File: config.mk
export PLATFORM = sky130hd
export DESIGN_NAME = irrigation_scheduler
export DESIGN_NICKNAME = d
export VERILOG_FILES = /design/src/rtl/irrigation_pkg.sv /design/src/rtl/irrigation_timer.sv /design/src/rtl/irrigation_scheduler.sv
export SDC_FILE = /design/constraint.sdc
export NUM_CORES = 1
export LEC_CHECK = 0
export ABC_AREA = 1
export BUFFER_PORTS_ARGS = -buffer_cell sky130_fd_sc_hd__buf_2
export CAP_MARGIN = 25
export CORE_ASPECT_RATIO = 1.1
export CORE_MARGIN = 1.5
export CORE_UTILIZATION = 35
export DETAILED_ROUTE_END_ITERATION = 16
export PLACE_DENSITY_LB_ADDON = 0.25
export SKIP_LAST_GASP = 1
export SLEW_MARGIN = 0
export SYNTH_ARGS = -nofsm -noshare
export SYNTH_HDL_FRONTEND = slang
export SYNTH_SLANG_ARGS = --single-unit
export TNS_END_PERCENT = 50
File: constraint.sdc
create_clock -name clock -period 3.1 [get_ports clock]
set_input_delay 0.155 -clock clock [delete_from_list [all_inputs] [get_ports clock]]
set_output_delay 0.155 -clock clock [all_outputs]
set_load 0.03 [all_outputs]
File: src/rtl/irrigation_pkg.sv
// -----------------------------------------------------------------------------
// irrigation_pkg
// Shared definitions for the irrigation scheduler slice.
//  - scheduler state enum and its encoding width
//  - default run durations, fill timeout and counter width
// Optional feature macro used elsewhere in this slice: IRRIGATION_FILL_TIMEOUT_EN
// -----------------------------------------------------------------------------
package irrigation_pkg;

   localparam int STATE_W = 3;

   typedef enum logic [STATE_W-1:0] {
      ST_IDLE     = 3'd0,
      ST_FILL     = 3'd1,
      ST_SPRINKLE = 3'd2,
      ST_DRIP     = 3'd3,
      ST_AGRO     = 3'd4,
      ST_FAULT    = 3'd5
   } state_e;

   localparam int          CNT_W_DEF           = 16;
   localparam int unsigned SPRINKLE_CYCLES_DEF = 1000;
   localparam int unsigned DRIP_CYCLES_DEF     = 4000;
   localparam int unsigned AGRO_CYCLES_DEF     = 500;
   localparam int unsigned FILL_TIMEOUT_DEF    = 8000;

   // True for the three timed irrigation states.
   function automatic logic is_run_state(state_e s);
      return (s == ST_SPRINKLE) || (s == ST_DRIP) || (s == ST_AGRO);
   endfunction

endpackage

File: src/rtl/irrigation_timer.sv
// -----------------------------------------------------------------------------
// irrigation_timer
// Down counter with synchronous load, gated decrement and zero flag. One
// instance is shared between the irrigation run durations and the optional
// fill timeout, since only one of them is ever active at a time.
// Ports:
//   clock, reset   system clock, asynchronous active-high reset (count -> 0)
//   load, load_val load count with load_val (takes priority over dec)
//   dec            decrement by one; holds at zero
//   zero           count equals zero
// -----------------------------------------------------------------------------
module irrigation_timer #(
   parameter int CNT_W = 16
) (
   input  logic             clock,
   input  logic             reset,
   input  logic             load,
   input  logic [CNT_W-1:0] load_val,
   input  logic             dec,
   output logic             zero
);

   logic [CNT_W-1:0] count_q;
   logic [CNT_W-1:0] count_d;

   // Next count: a load restarts the timer, otherwise count down and
   // saturate at zero so a late dec cannot wrap around.
   always_comb begin
      count_d = count_q;
      if (load) begin
         count_d = load_val;
      end else if (dec && (count_q != '0)) begin
         count_d = count_q - 1'b1;
      end
   end

   // Count register.
   always_ff @(posedge clock or posedge reset) begin
      if (reset) begin
         count_q <= '0;
      end else begin
         count_q <= count_d;
      end
   end

   assign zero = (count_q == '0);

endmodule

File: src/rtl/irrigation_scheduler.sv
// -----------------------------------------------------------------------------
// irrigation_scheduler
// Arbitrates tank refill and three irrigation requesters (sprinkling, drip,
// agrodefensive) and drives exactly one consumer at a time for a timed run.
// Priority in IDLE: refill > agro > sprinkling/drip (round-robin).
// Ports:
//   clock, reset                 system clock, asynchronous active-high reset
//   switch                       system enable; low forces IDLE, clears fault
//   levelLow, levelFull          tank level sensors
//   reqSprinkling/reqDrip/reqAgro level-sensitive requests
//   sprinkling, drip, agrodefensiveSprinkler  actuators (Moore, registered)
//   inletValve, outletValve      tank valves
//   alarm                        fault indication
//   doneSprinkling/doneDrip/doneAgro  one-cycle pulse on completed run
//   busy                         state is neither IDLE nor FAULT
// Optional feature: define IRRIGATION_FILL_TIMEOUT_EN to fault when FILL
// lasts FILL_TIMEOUT cycles without levelFull.
// -----------------------------------------------------------------------------
module irrigation_scheduler
   import irrigation_pkg::*;
#(
   parameter int          CNT_W           = CNT_W_DEF,
   parameter int unsigned SPRINKLE_CYCLES = SPRINKLE_CYCLES_DEF,
   parameter int unsigned DRIP_CYCLES     = DRIP_CYCLES_DEF,
   parameter int unsigned AGRO_CYCLES     = AGRO_CYCLES_DEF,
   parameter int unsigned FILL_TIMEOUT    = FILL_TIMEOUT_DEF
) (
   input  logic clock,
   input  logic reset,
   input  logic switch,
   input  logic levelLow,
   input  logic levelFull,
   input  logic reqSprinkling,
   input  logic reqDrip,
   input  logic reqAgro,
   output logic sprinkling,
   output logic drip,
   output logic agrodefensiveSprinkler,
   output logic inletValve,
   output logic outletValve,
   output logic alarm,
   output logic doneSprinkling,
   output logic doneDrip,
   output logic doneAgro,
   output logic busy
);

   // Durations must fit the counter and be non-zero.
   localparam longint unsigned CNT_LIMIT = 64'd1 << CNT_W;
   if (longint'(SPRINKLE_CYCLES) < 1 || longint'(SPRINKLE_CYCLES) >= CNT_LIMIT ||
       longint'(DRIP_CYCLES)     < 1 || longint'(DRIP_CYCLES)     >= CNT_LIMIT ||
       longint'(AGRO_CYCLES)     < 1 || longint'(AGRO_CYCLES)     >= CNT_LIMIT ||
       longint'(FILL_TIMEOUT)    < 1 || longint'(FILL_TIMEOUT)    >= CNT_LIMIT) begin : g_bad_cfg
      $error("irrigation_scheduler: cycle parameters must be >= 1 and < 2**CNT_W");
   end

   state_e           state_q, state_d;
   logic             last_was_drip_q, last_was_drip_d;
   logic             sprinkling_q, sprinkling_d;
   logic             drip_q, drip_d;
   logic             agro_q, agro_d;
   logic             inlet_q, inlet_d;
   logic             outlet_q, outlet_d;
   logic             alarm_q, alarm_d;
   logic             done_spr_q, done_spr_d;
   logic             done_drip_q, done_drip_d;
   logic             done_agro_q, done_agro_d;
   logic             busy_q, busy_d;

   logic             tmr_load;
   logic [CNT_W-1:0] tmr_load_val;
   logic             tmr_dec;
   logic             tmr_zero;

   irrigation_timer #(.CNT_W(CNT_W)) u_timer (
      .clock    (clock),
      .reset    (reset),
      .load     (tmr_load),
      .load_val (tmr_load_val),
      .dec      (tmr_dec),
      .zero     (tmr_zero)
   );

   // Next-state, round-robin bookkeeping and timer control. A run ends when
   // the timer is already at zero, so a loaded value of C-1 gives C cycles.
   // An aborted run leaves last_was_drip alone so that requester keeps its turn.
   always_comb begin
      state_d         = state_q;
      last_was_drip_d = last_was_drip_q;
      done_spr_d      = 1'b0;
      done_drip_d     = 1'b0;
      done_agro_d     = 1'b0;
      tmr_load        = 1'b0;
      tmr_load_val    = '0;
      tmr_dec         = 1'b0;

      if (!switch) begin
         state_d = ST_IDLE;
      end else begin
         case (state_q)
            ST_IDLE: begin
               if (levelLow) begin
                  state_d = ST_FILL;
               end else if (reqAgro) begin
                  state_d = ST_AGRO;
               end else if (reqSprinkling && reqDrip) begin
                  state_d = last_was_drip_q ? ST_SPRINKLE : ST_DRIP;
               end else if (reqSprinkling) begin
                  state_d = ST_SPRINKLE;
               end else if (reqDrip) begin
                  state_d = ST_DRIP;
               end
            end
            ST_FILL: begin
               if (levelLow && levelFull) begin
                  state_d = ST_FAULT;
               end else if (levelFull) begin
                  state_d = ST_IDLE;
`ifdef IRRIGATION_FILL_TIMEOUT_EN
               end else if (tmr_zero) begin
                  state_d = ST_FAULT;
               end else begin
                  tmr_dec = 1'b1;
`endif
               end
            end
            ST_SPRINKLE, ST_DRIP, ST_AGRO: begin
               if (levelLow) begin
                  state_d = ST_FILL;
               end else if (tmr_zero) begin
                  state_d     = ST_IDLE;
                  done_spr_d  = (state_q == ST_SPRINKLE);
                  done_drip_d = (state_q == ST_DRIP);
                  done_agro_d = (state_q == ST_AGRO);
                  if (state_q == ST_SPRINKLE) begin
                     last_was_drip_d = 1'b0;
                  end else if (state_q == ST_DRIP) begin
                     last_was_drip_d = 1'b1;
                  end
               end else begin
                  tmr_dec = 1'b1;
               end
            end
            ST_FAULT: begin
               state_d = ST_FAULT;
            end
            default: begin
               state_d = ST_IDLE;
            end
         endcase
      end

      // Entering a timed state restarts the shared timer.
      if (state_d != state_q) begin
         case (state_d)
            ST_SPRINKLE: begin
               tmr_load     = 1'b1;
               tmr_load_val = CNT_W'(SPRINKLE_CYCLES - 1);
            end
            ST_DRIP: begin
               tmr_load     = 1'b1;
               tmr_load_val = CNT_W'(DRIP_CYCLES - 1);
            end
            ST_AGRO: begin
               tmr_load     = 1'b1;
               tmr_load_val = CNT_W'(AGRO_CYCLES - 1);
            end
`ifdef IRRIGATION_FILL_TIMEOUT_EN
            ST_FILL: begin
               tmr_load     = 1'b1;
               tmr_load_val = CNT_W'(FILL_TIMEOUT - 1);
            end
`endif
            default: begin
               tmr_load = 1'b0;
            end
         endcase
      end
   end

   // Moore outputs decoded from the next state so they register alongside it.
   always_comb begin
      sprinkling_d = (state_d == ST_SPRINKLE);
      drip_d       = (state_d == ST_DRIP);
      agro_d       = (state_d == ST_AGRO);
      inlet_d      = (state_d == ST_FILL);
      outlet_d     = is_run_state(state_d);
      alarm_d      = (state_d == ST_FAULT);
      busy_d       = (state_d != ST_IDLE) && (state_d != ST_FAULT);
   end

   // State, round-robin bit and registered outputs.
   always_ff @(posedge clock or posedge reset) begin
      if (reset) begin
         state_q         <= ST_IDLE;
         last_was_drip_q <= 1'b0;
         sprinkling_q    <= 1'b0;
         drip_q          <= 1'b0;
         agro_q          <= 1'b0;
         inlet_q         <= 1'b0;
         outlet_q        <= 1'b0;
         alarm_q         <= 1'b0;
         done_spr_q      <= 1'b0;
         done_drip_q     <= 1'b0;
         done_agro_q     <= 1'b0;
         busy_q          <= 1'b0;
      end else begin
         state_q         <= state_d;
         last_was_drip_q <= last_was_drip_d;
         sprinkling_q    <= sprinkling_d;
         drip_q          <= drip_d;
         agro_q          <= agro_d;
         inlet_q         <= inlet_d;
         outlet_q        <= outlet_d;
         alarm_q         <= alarm_d;
         done_spr_q      <= done_spr_d;
         done_drip_q     <= done_drip_d;
         done_agro_q     <= done_agro_d;
         busy_q          <= busy_d;
      end
   end

   assign sprinkling             = sprinkling_q;
   assign drip                   = drip_q;
   assign agrodefensiveSprinkler = agro_q;
   assign inletValve             = inlet_q;
   assign outletValve            = outlet_q;
   assign alarm                  = alarm_q;
   assign doneSprinkling         = done_spr_q;
   assign doneDrip               = done_drip_q;
   assign doneAgro               = done_agro_q;
   assign busy                   = busy_q;

endmodule
==> PnR_summary.wiki, run 1 <==
{| class="wikitable"
! Metric !! Value
|-
| Vias in the first global route || 1371
|-
| Initial detailed-routing violation count || 70
|-
| Die X-Extent || 70.6 microns
|-
| Final wirelength || 3680 microns
|-
| CTS tree || yes
|-
| Pwr dens || 618 mW/mm^2
|-
| Number of cells on the worst reg-to-reg path || 15
|-
| Gate count of the mapped netlist || 221
|-
| Max IR drop VDD || 280 uV
|-
| Post-Route Setup TNS || 0 ns
|-
| Placer congestion estimate || 0.826
|-
| Depth of the CTS H-tree || 2
|-
| Layout overhead on the synthesized area || 12.7%
|-
| Worst hold-check slack || 0.236 ns
|-
| Relative slew slack || 69.0%
|-
| Launch point of the worst reg-to-reg path || u_timer.count_q[0]
|-
| Flip-flop count of the largest register after layout || 16
|-
| Transition at the pin with the smallest max-transition slack || 0.461 ns
|-
| Leading area contributor after synthesis || sky130_fd_sc_hd__dfrtp_1
|-
| Fraction of final layout cells sized beyond drive strength 1 || 26.6%
|-
| Aggregate global routing overflow || 0
|-
| Row count || 26
|-
| Area fraction of the dominant cell type after synthesis || 42.7%
|-
| Number of diodes || 0
|-
| Half-perimeter wire length after detailed placement || 2700 microns
|-
| Die Span Y || 77.3 microns
|-
| DR WL/cell || 12.3 microns
|-
| Post-detailed-route via-to-cell ratio || 4.85
|-
| Number of buffers inserted for hold repair after clock tree synthesis || 1
|-
| Source-to-sink clock delay at the later pin of the worst-skew pair || 0.28 ns
|-
| Post-Syn Nets || 230
|-
| Tightest Hold Check Type || in -> reg
|-
| Arrival time of the worst setup path || 2.36 ns
|-
| Worst-case clock skew || 0.00789 ns
|-
| Synth area leaders || sky130_fd_sc_hd__dfrtp_1, sky130_fd_sc_hd__nand2_1, sky130_fd_sc_hd__nor2_1, sky130_fd_sc_hd__nand2_2, sky130_fd_sc_hd__inv_1
|-
| Overall via count from detail_route || 1454
|-
| Largest fanout on the critical path || 14
|-
| Post-CTS setup buffer count || 0
|-
| Number of sinks on the clock net || 30
|-
| Number of cells traversed by the worst hold path || 3
|-
| Yosys Warn Count || 0
|-
| Worst min-delay path endpoint || doneAgro
|-
| Count of unique library cells instantiated by Yosys || 29
|-
| Time the final worst path needs with I/O delays and setup || 2.20 ns
|-
| Type of destination of the critical path || flop
|-
| Maximum number of pins on one net before global-route repair || 31
|-
| Max Fclk || 0.454 GHz
|-
| Number of routed nets with antenna violations || 0
|-
| Max Cap Violations || 0
|-
| Number of clock buffers inserted by TritonCTS || 5
|-
| Number of remaining DRC errors || 0
|-
| Run status || complete, no violations
|-
| Required arrival time at the worst endpoint || 3.26 ns
|-
| Setup slack of the worst register-to-register path || 0.90 ns
|-
| Reported leakage power || 0.00103 uW
|-
| Register bit total from synthesis || 30
|-
| Unrepaired setup endpoints after global routing || no
|-
| Fill cell total of the finished layout || 492
|-
| Startpoint class of the critical path || flop
|-
| Number of ports placed on the die boundary || 18
|-
| Maximum number of buffers from clock root to sink || 2
|-
| Count of buffers from port buffering || 17
|-
| Number of instances resized during post-cts repair || 0
|-
| Clock-pin slew of the registers on the worst-case setup and hold paths || 0.06 ns
|-
| Drt pass-1 iters || 4
|-
| Number of endpoints with negative hold slack in the final report || 0
|-
| Largest registers || u_timer.count_q x16, state_q x3
|-
| Average instance area after synthesis || 7.95 sq um
|-
| Clock Root Buffer || sky130_fd_sc_hd__clkbuf_8
|-
| Antenna violations before repair || 0
|-
| Setup-failing EPs final || 0
|-
| Starting density of the core || 37.0%
|-
| Final cycle utilization of the critical path || 71.1%
|-
| R2r endpoint || u_timer.count_q[11]
|-
| First-pass GRT wire length || 6500 microns
|-
| Count of pins over their slew limit || 0
|-
| Floorplan Core Area || 0.00475 sq mm
|-
| Sequential cell area fraction in the yosys report || 42.7%
|-
| Total Nets Final || 253
|-
| Area of the die || 0.00545 sq mm
|-
| Critical hold path startpoint || switch
|-
| Total global-route track usage || 15.3%
|-
| Largest reg by FF count || u_timer.count_q
|-
| Startpoint-to-endpoint class of the critical path || reg -> reg
|-
| Post-Synthesis Cell Area || 0.00176 sq mm
|}
[synth_stat cells (all sizes together)]
| cell | count |
|---|---|
| nor3 | 4 |
| xnor2 | 7 |
| nand3 | 13 |
| a31o | 1 |
| a31oi | 1 |
| nor2 | 34 |
| nand4 | 6 |
| or2 | 1 |
| xor2 | 3 |
| a21oi | 15 |
| o21ai | 14 |
| dfrtp | 30 |
| o31ai | 2 |
| or3 | 1 |
| ha | 1 |
| buf | 3 |
| nor4 | 2 |
| nand2 | 53 |
| inv | 30 |
[placed cells by master (no fill, tap or decap), drive strengths merged]
master and n:
a21oi 15, o21ai 14, xor2 3, nor3 4
nand3 13, or3 1, nand2 53, nand4 6
xnor2 7, o31ai 2, or2 1, clkinv 2
a31oi 1, nor4 2, dfrtp 30, inv 30
buf 18, clkbuf 5, ha 1, a31o 1
nor2 34, dlygate4sd3 1
[power by group]
group	leakage (uW)	internal, uW	total [uW]	switching, uW
logic	0.000621	138	381	243
registers	0.000369	464	552	88.3
clock network	0.0000438	150	291	141
total	0.00103	752	1220	472
[kinds of logic (layout without fill, tap and decap cells)]
| kind of cell | after synthesis | after routing | share of synthesized area, % |
|---|---|---|---|
| buffers and inverters | 33 | 56 | 7.98 |
| XOR/XNOR | 10 | 10 | 4.99 |
| AO/OA/AOI/OAI | 33 | 33 | 10.6 |
| AND/OR/NAND/NOR | 114 | 114 | 33.0 |
| flip-flops | 30 | 30 | 42.7 |
| adder cells (fa/ha/maj) | 1 | 1 | 0.712 |
[per-layer routing]
| layer | wire, microns | GRT usage [%] |
|---|---|---|
| met1 | 1800 | 21.2 |
| met2 | 1660 | 22.6 |
| met3 | 137 | 4.07 |
| met4 | 74 | 6.23 |
| met5 | 0 | 0 |
[critical path: stages (launching register included)]
cell	delay, ns
sky130_fd_sc_hd__dfrtp_1	0.36
sky130_fd_sc_hd__inv_1	0.13
sky130_fd_sc_hd__ha_1	0.23
sky130_fd_sc_hd__nand2_2	0.12
sky130_fd_sc_hd__nor2_4	0.13
sky130_fd_sc_hd__nand2_4	0.07
sky130_fd_sc_hd__nand2_1	0.06
sky130_fd_sc_hd__nand2_1	0.05
sky130_fd_sc_hd__nand2_1	0.07
sky130_fd_sc_hd__nand2_2	0.09
sky130_fd_sc_hd__nand3_2	0.10
sky130_fd_sc_hd__nand2_2	0.07
sky130_fd_sc_hd__nand2_2	0.24
sky130_fd_sc_hd__o21ai_0	0.17
sky130_fd_sc_hd__o21ai_0	0.10
sky130_fd_sc_hd__o21ai_1	0.09
[through the flow]
step | power (uW) | setup WS, ns | instance area, sq um | instances | util [%]
after floorplan | 854 | 1.23 | 1760 | 221 | -
after global placement | 935 | 0.960 | 1890 | 292 | 39.8
after detailed placement | 936 | 0.906 | 1890 | 292 | 39.8
after CTS | 1230 | 0.899 | 1980 | 300 | 41.7
after global routing | 1320 | 0.676 | 1980 | 300 | 41.7
final | 1220 | 0.897 | 1980 | 300 | 41.7
[final cells by class]
type	instances	area (sq um)	area share, %
Inverter	30	113	5.69
Clock buffer	5	68.8	3.47
Tap cell	56	70.1	3.54
Multi-Input combinational cell	158	866	43.7
Sequential cell	30	751	37.9
Timing Repair Buffer	19	103	5.18
Clock inverter	2	10.0	0.505
[worst max-delay path by stage]
stage	from	to	slack [ns]	depth (start not counted)
3_5_place_dp	u_timer.count_q[0]	u_timer.count_q[11]	0.91	15
3_3_place_gp	u_timer.count_q[0]	u_timer.count_q[11]	0.96	15
4_1_cts	u_timer.count_q[0]	u_timer.count_q[11]	0.90	15
2_1_floorplan	u_timer.count_q[0]	u_timer.count_q[5]	1.23	17
5_1_grt	u_timer.count_q[0]	u_timer.count_q[3]	0.68	14
6_report	u_timer.count_q[0]	u_timer.count_q[11]	0.90	15
Note: power is estimated with default switching activity, not from simulation.
==> inputs of run 2 (changes only) <==
- clock period: 3.1 -> 2 ns (I/O delays scaled with it)
==> run 2 against run 1 <==
Maximum frequency increased by 17%. Combinational power increased by 140%. Sequential power increased by 46%. Via count increased by 7.1%. Cell area increased by 18%. Final cell count increased by 9.0%. Sequential share of layout area decreased by 5.6 points. Die area unchanged.
==> PnR_summary.wiki, run 2 (synthesis results as in run 1) <==
{| class="wikitable"
! Metric !! Value
|-
| Clock-pin slew of the registers on the worst-case setup and hold paths || 0.07 ns (was 0.06 ns)
|-
| Number of ports placed on the die boundary || 18 (unchanged)
|-
| Summed area of non-filler cells in the final layout || 0.00234 sq mm (was 0.00198 sq mm)
|-
| Max Cap Violations || 0 (unchanged)
|-
| Die X-Extent || 70.6 microns (unchanged)
|-
| Final cycle utilization of the critical path || 94.2% (was 71.1%)
|-
| Post-Route Setup TNS || 0 ns (unchanged)
|-
| Number of sinks on the clock net || 30 (unchanged)
|-
| Number of remaining DRC errors || 0 (unchanged)
|-
| Number of diodes || 0 (unchanged)
|-
| Reported leakage power || 0.00119 uW (was 0.00103 uW)
|-
| Slowest cell delay on critical path || 0.37 ns (was 0.36 ns)
|-
| Largest registers || u_timer.count_q x16, state_q x3 (unchanged)
|-
| Leading cell type in the layout, fill and taps excluded || sky130_fd_sc_hd__nand2_1 (unchanged)
|-
| Fill cell total of the finished layout || 460 (was 492)
|-
| Half-perimeter wire length after detailed placement || 2950 microns (was 2700 microns)
|-
| Floorplan Core Area || 0.00475 sq mm (unchanged)
|-
| Drt pass-1 iters || 4 (unchanged)
|-
| Number of cells on the worst reg-to-reg path || 15 (unchanged)
|-
| Share of the core filled with cells || 49.2% (was 41.7%)
|-
| R2r endpoint || u_timer.count_q[6] (was u_timer.count_q[11])
|-
| Sequential cell area in the final layout || 754 sq um (was 751 sq um)
|-
| Layout overhead on the synthesized area || 33.1% (was 12.7%)
|-
| Required arrival time at the worst endpoint || 2.17 ns (was 3.26 ns)
|-
| Setup-failing EPs final || 0 (unchanged)
|-
| Max Fclk || 0.531 GHz (was 0.454 GHz)
|-
| Relative slew slack || 73.9% (was 69.0%)
|-
| Launch point of the worst reg-to-reg path || u_timer.count_q[0] (unchanged)
|-
| Startpoint-to-endpoint class of the critical path || reg -> reg (unchanged)
|-
| Post-detailed-route via-to-cell ratio || 4.76 (was 4.85)
|-
| Overall via count from detail_route || 1557 (was 1454)
|-
| Number of clock buffers inserted by TritonCTS || 5 (unchanged)
|-
| Initial detailed-routing violation count || 35 (was 70)
|-
| Transition at the pin with the smallest max-transition slack || 0.388 ns (was 0.461 ns)
|-
| Run status || complete, no violations (unchanged)
|-
| Total Nets Final || 279 (was 253)
|-
| CP max-delay cell || sky130_fd_sc_hd__dfrtp_1 (unchanged)
|-
| Row count || 26 (unchanged)
|-
| Ordered cell list for the critical path || inv_2, ha_4, nand2_2, nor2_4, nand2_4, nand2_1, nand2_1, nand2_1, nand2_2, nand2_4, nand2_2, nand2_4, nand2_8, a21oi_2, a21oi_1 (was inv_1, ha_1, nand2_2, nor2_4, nand2_4, nand2_1, nand2_1, nand2_1, nand2_2, nand3_2, nand2_2, nand2_2, o21ai_0, o21ai_0, o21ai_1)
|-
| Placer congestion estimate || 0.869 (was 0.826)
|-
| Type of destination of the critical path || flop (unchanged)
|-
| Final worst setup slack || 0.116 ns (was 0.897 ns)
|-
| Worst-case clock skew || 0.00676 ns (was 0.00789 ns)
|-
| Aggregate global routing overflow || 0 (unchanged)
|-
| Final wirelength || 4150 microns (was 3680 microns)
|-
| CTS tree || yes (unchanged)
|-
| Depth of the CTS H-tree || 2 (unchanged)
|-
| Placed inst area || 0.00205 sq mm (was 0.00189 sq mm)
|-
| Clock Root Buffer || sky130_fd_sc_hd__clkbuf_8 (unchanged)
|-
| Die Span Y || 77.3 microns (unchanged)
|-
| Count of pins over their slew limit || 0 (unchanged)
|-
| Startpoint class of the critical path || flop (unchanged)
|-
| Maximum number of pins on one net before global-route repair || 31 (unchanged)
|-
| Highest-count cells in the layout ignoring fill and taps || sky130_fd_sc_hd__nand2_1, sky130_fd_sc_hd__nor2_1, sky130_fd_sc_hd__dfrtp_1 (was sky130_fd_sc_hd__nand2_1, sky130_fd_sc_hd__dfrtp_1, sky130_fd_sc_hd__nor2_1)
|-
| Fraction of final layout cells sized beyond drive strength 1 || 38.7% (was 26.6%)
|-
| Area of the die || 0.00545 sq mm (unchanged)
|-
| Vias in the first global route || 1501 (was 1371)
|-
| Starting density of the core || 37.0% (unchanged)
|-
| First-pass GRT wire length || 6770 microns (was 6500 microns)
|-
| Multi-input gate area in the final layout || 961 sq um (was 866 sq um)
|-
| Critical hold path startpoint || switch (unchanged)
|-
| Source-to-sink clock delay at the later pin of the worst-skew pair || 0.28 ns (about the same)
|-
| Number of endpoints with negative hold slack in the final report || 0 (unchanged)
|-
| Time the final worst path needs with I/O delays and setup || 1.88 ns (was 2.20 ns)
|-
| Flip-flop count of the largest register after layout || 16 (unchanged)
|-
| Largest fanout on the critical path || 7 (was 14)
|-
| Total global-route track usage || 15.7% (was 15.3%)
|-
| Antenna violations before repair || 0 (unchanged)
|-
| Tightest Hold Check Type || in -> reg (unchanged)
|-
| Worst min-delay path endpoint || doneAgro (unchanged)
|-
| Worst slack at placement || 0.0496 ns (was 0.906 ns)
|-
| Number of cells traversed by the worst hold path || 3 (unchanged)
|-
| Number of routed nets with antenna violations || 0 (unchanged)
|-
| DR WL/cell || 12.7 microns (was 12.3 microns)
|-
| Max IR drop VDD || 562 uV (was 280 uV)
|-
| Maximum number of buffers from clock root to sink || 2 (unchanged)
|-
| Largest reg by FF count || u_timer.count_q (unchanged)
|-
| Setup slack of the worst register-to-register path || 0.12 ns (was 0.90 ns)
|-
| Count of buffers from port buffering || 17 (unchanged)
|-
| Arrival time of the worst setup path || 2.05 ns (was 2.36 ns)
|-
| Pwr dens || 1070 mW/mm^2 (was 618 mW/mm^2)
|-
| Worst hold-check slack || 0.173 ns (was 0.236 ns)
|}
==> run 2: layout make-up <==
class                      count  area share [%]
clock buffer                   6            3.53
clock inverter                 2            2.57
inverter                      30            4.82
multi-input combinational    159            41.1
sequential                    30            32.3
tap                           56            3.00
timing repair buffer          44            12.7
==> run 2: routing by layer <==
layer | GRT usage (%) | vias to the layer above | part of all wire, %
li1 | - | 815 | -
met3 | 4.34 | 4 | 2.6
met4 | 6.98 | 0 | 1.7
met2 | 24.1 | 19 | 47
met1 | 20.6 | 719 | 49
met5 | 0 | - | 0
==> run 2: timing repair <==
action                                 4_1_cts  5_1_grt
resized for setup                            0       26
endpoints found under the hold margin       30        0
setup buffers                                0        4
setup endpoints to repair                    0       13
hold buffers                                 1        0
==> run 2: worst max-delay path: cells and delay by family (launching register included) <==
| kind | cells | cell delay, ns |
|---|---|---|
| AOI/OAI and AO/OA | 2 | 0.28 |
| adders and majority gates | 1 | 0.14 |
| buffers and inverters | 1 | 0.07 |
| DFF | 1 | 0.37 |
| and+or+nand+nor | 11 | 0.91 |
==> run 2: where the power goes <==
part | leakage [uW] | internal [uW] | total (uW) | switching, uW
Combinational | 0.000750 | 386 | 923 | 537
Clock | 0.0000714 | 531 | 767 | 235
Sequential | 0.000366 | 722 | 804 | 82.2
==> run 2: per-stage QoR <==
stage	power (uW)	instances
after detailed placement	1590	313
final	2490	327
after floorplan	1320	221
after global routing	2640	327
after global placement	1590	313
after CTS	2370	322
==> run 2: worst max path at each step <==
stage,start,end,depth (start not counted)
after global routing,u_timer.count_q[0],u_timer.count_q[14],9
after floorplan,u_timer.count_q[0],u_timer.count_q[5],17
after CTS,u_timer.count_q[1],u_timer.count_q[11],14
after detailed placement,u_timer.count_q[1],u_timer.count_q[6],15
final,u_timer.count_q[0],u_timer.count_q[6],15
after global placement,u_timer.count_q[1],u_timer.count_q[3],14
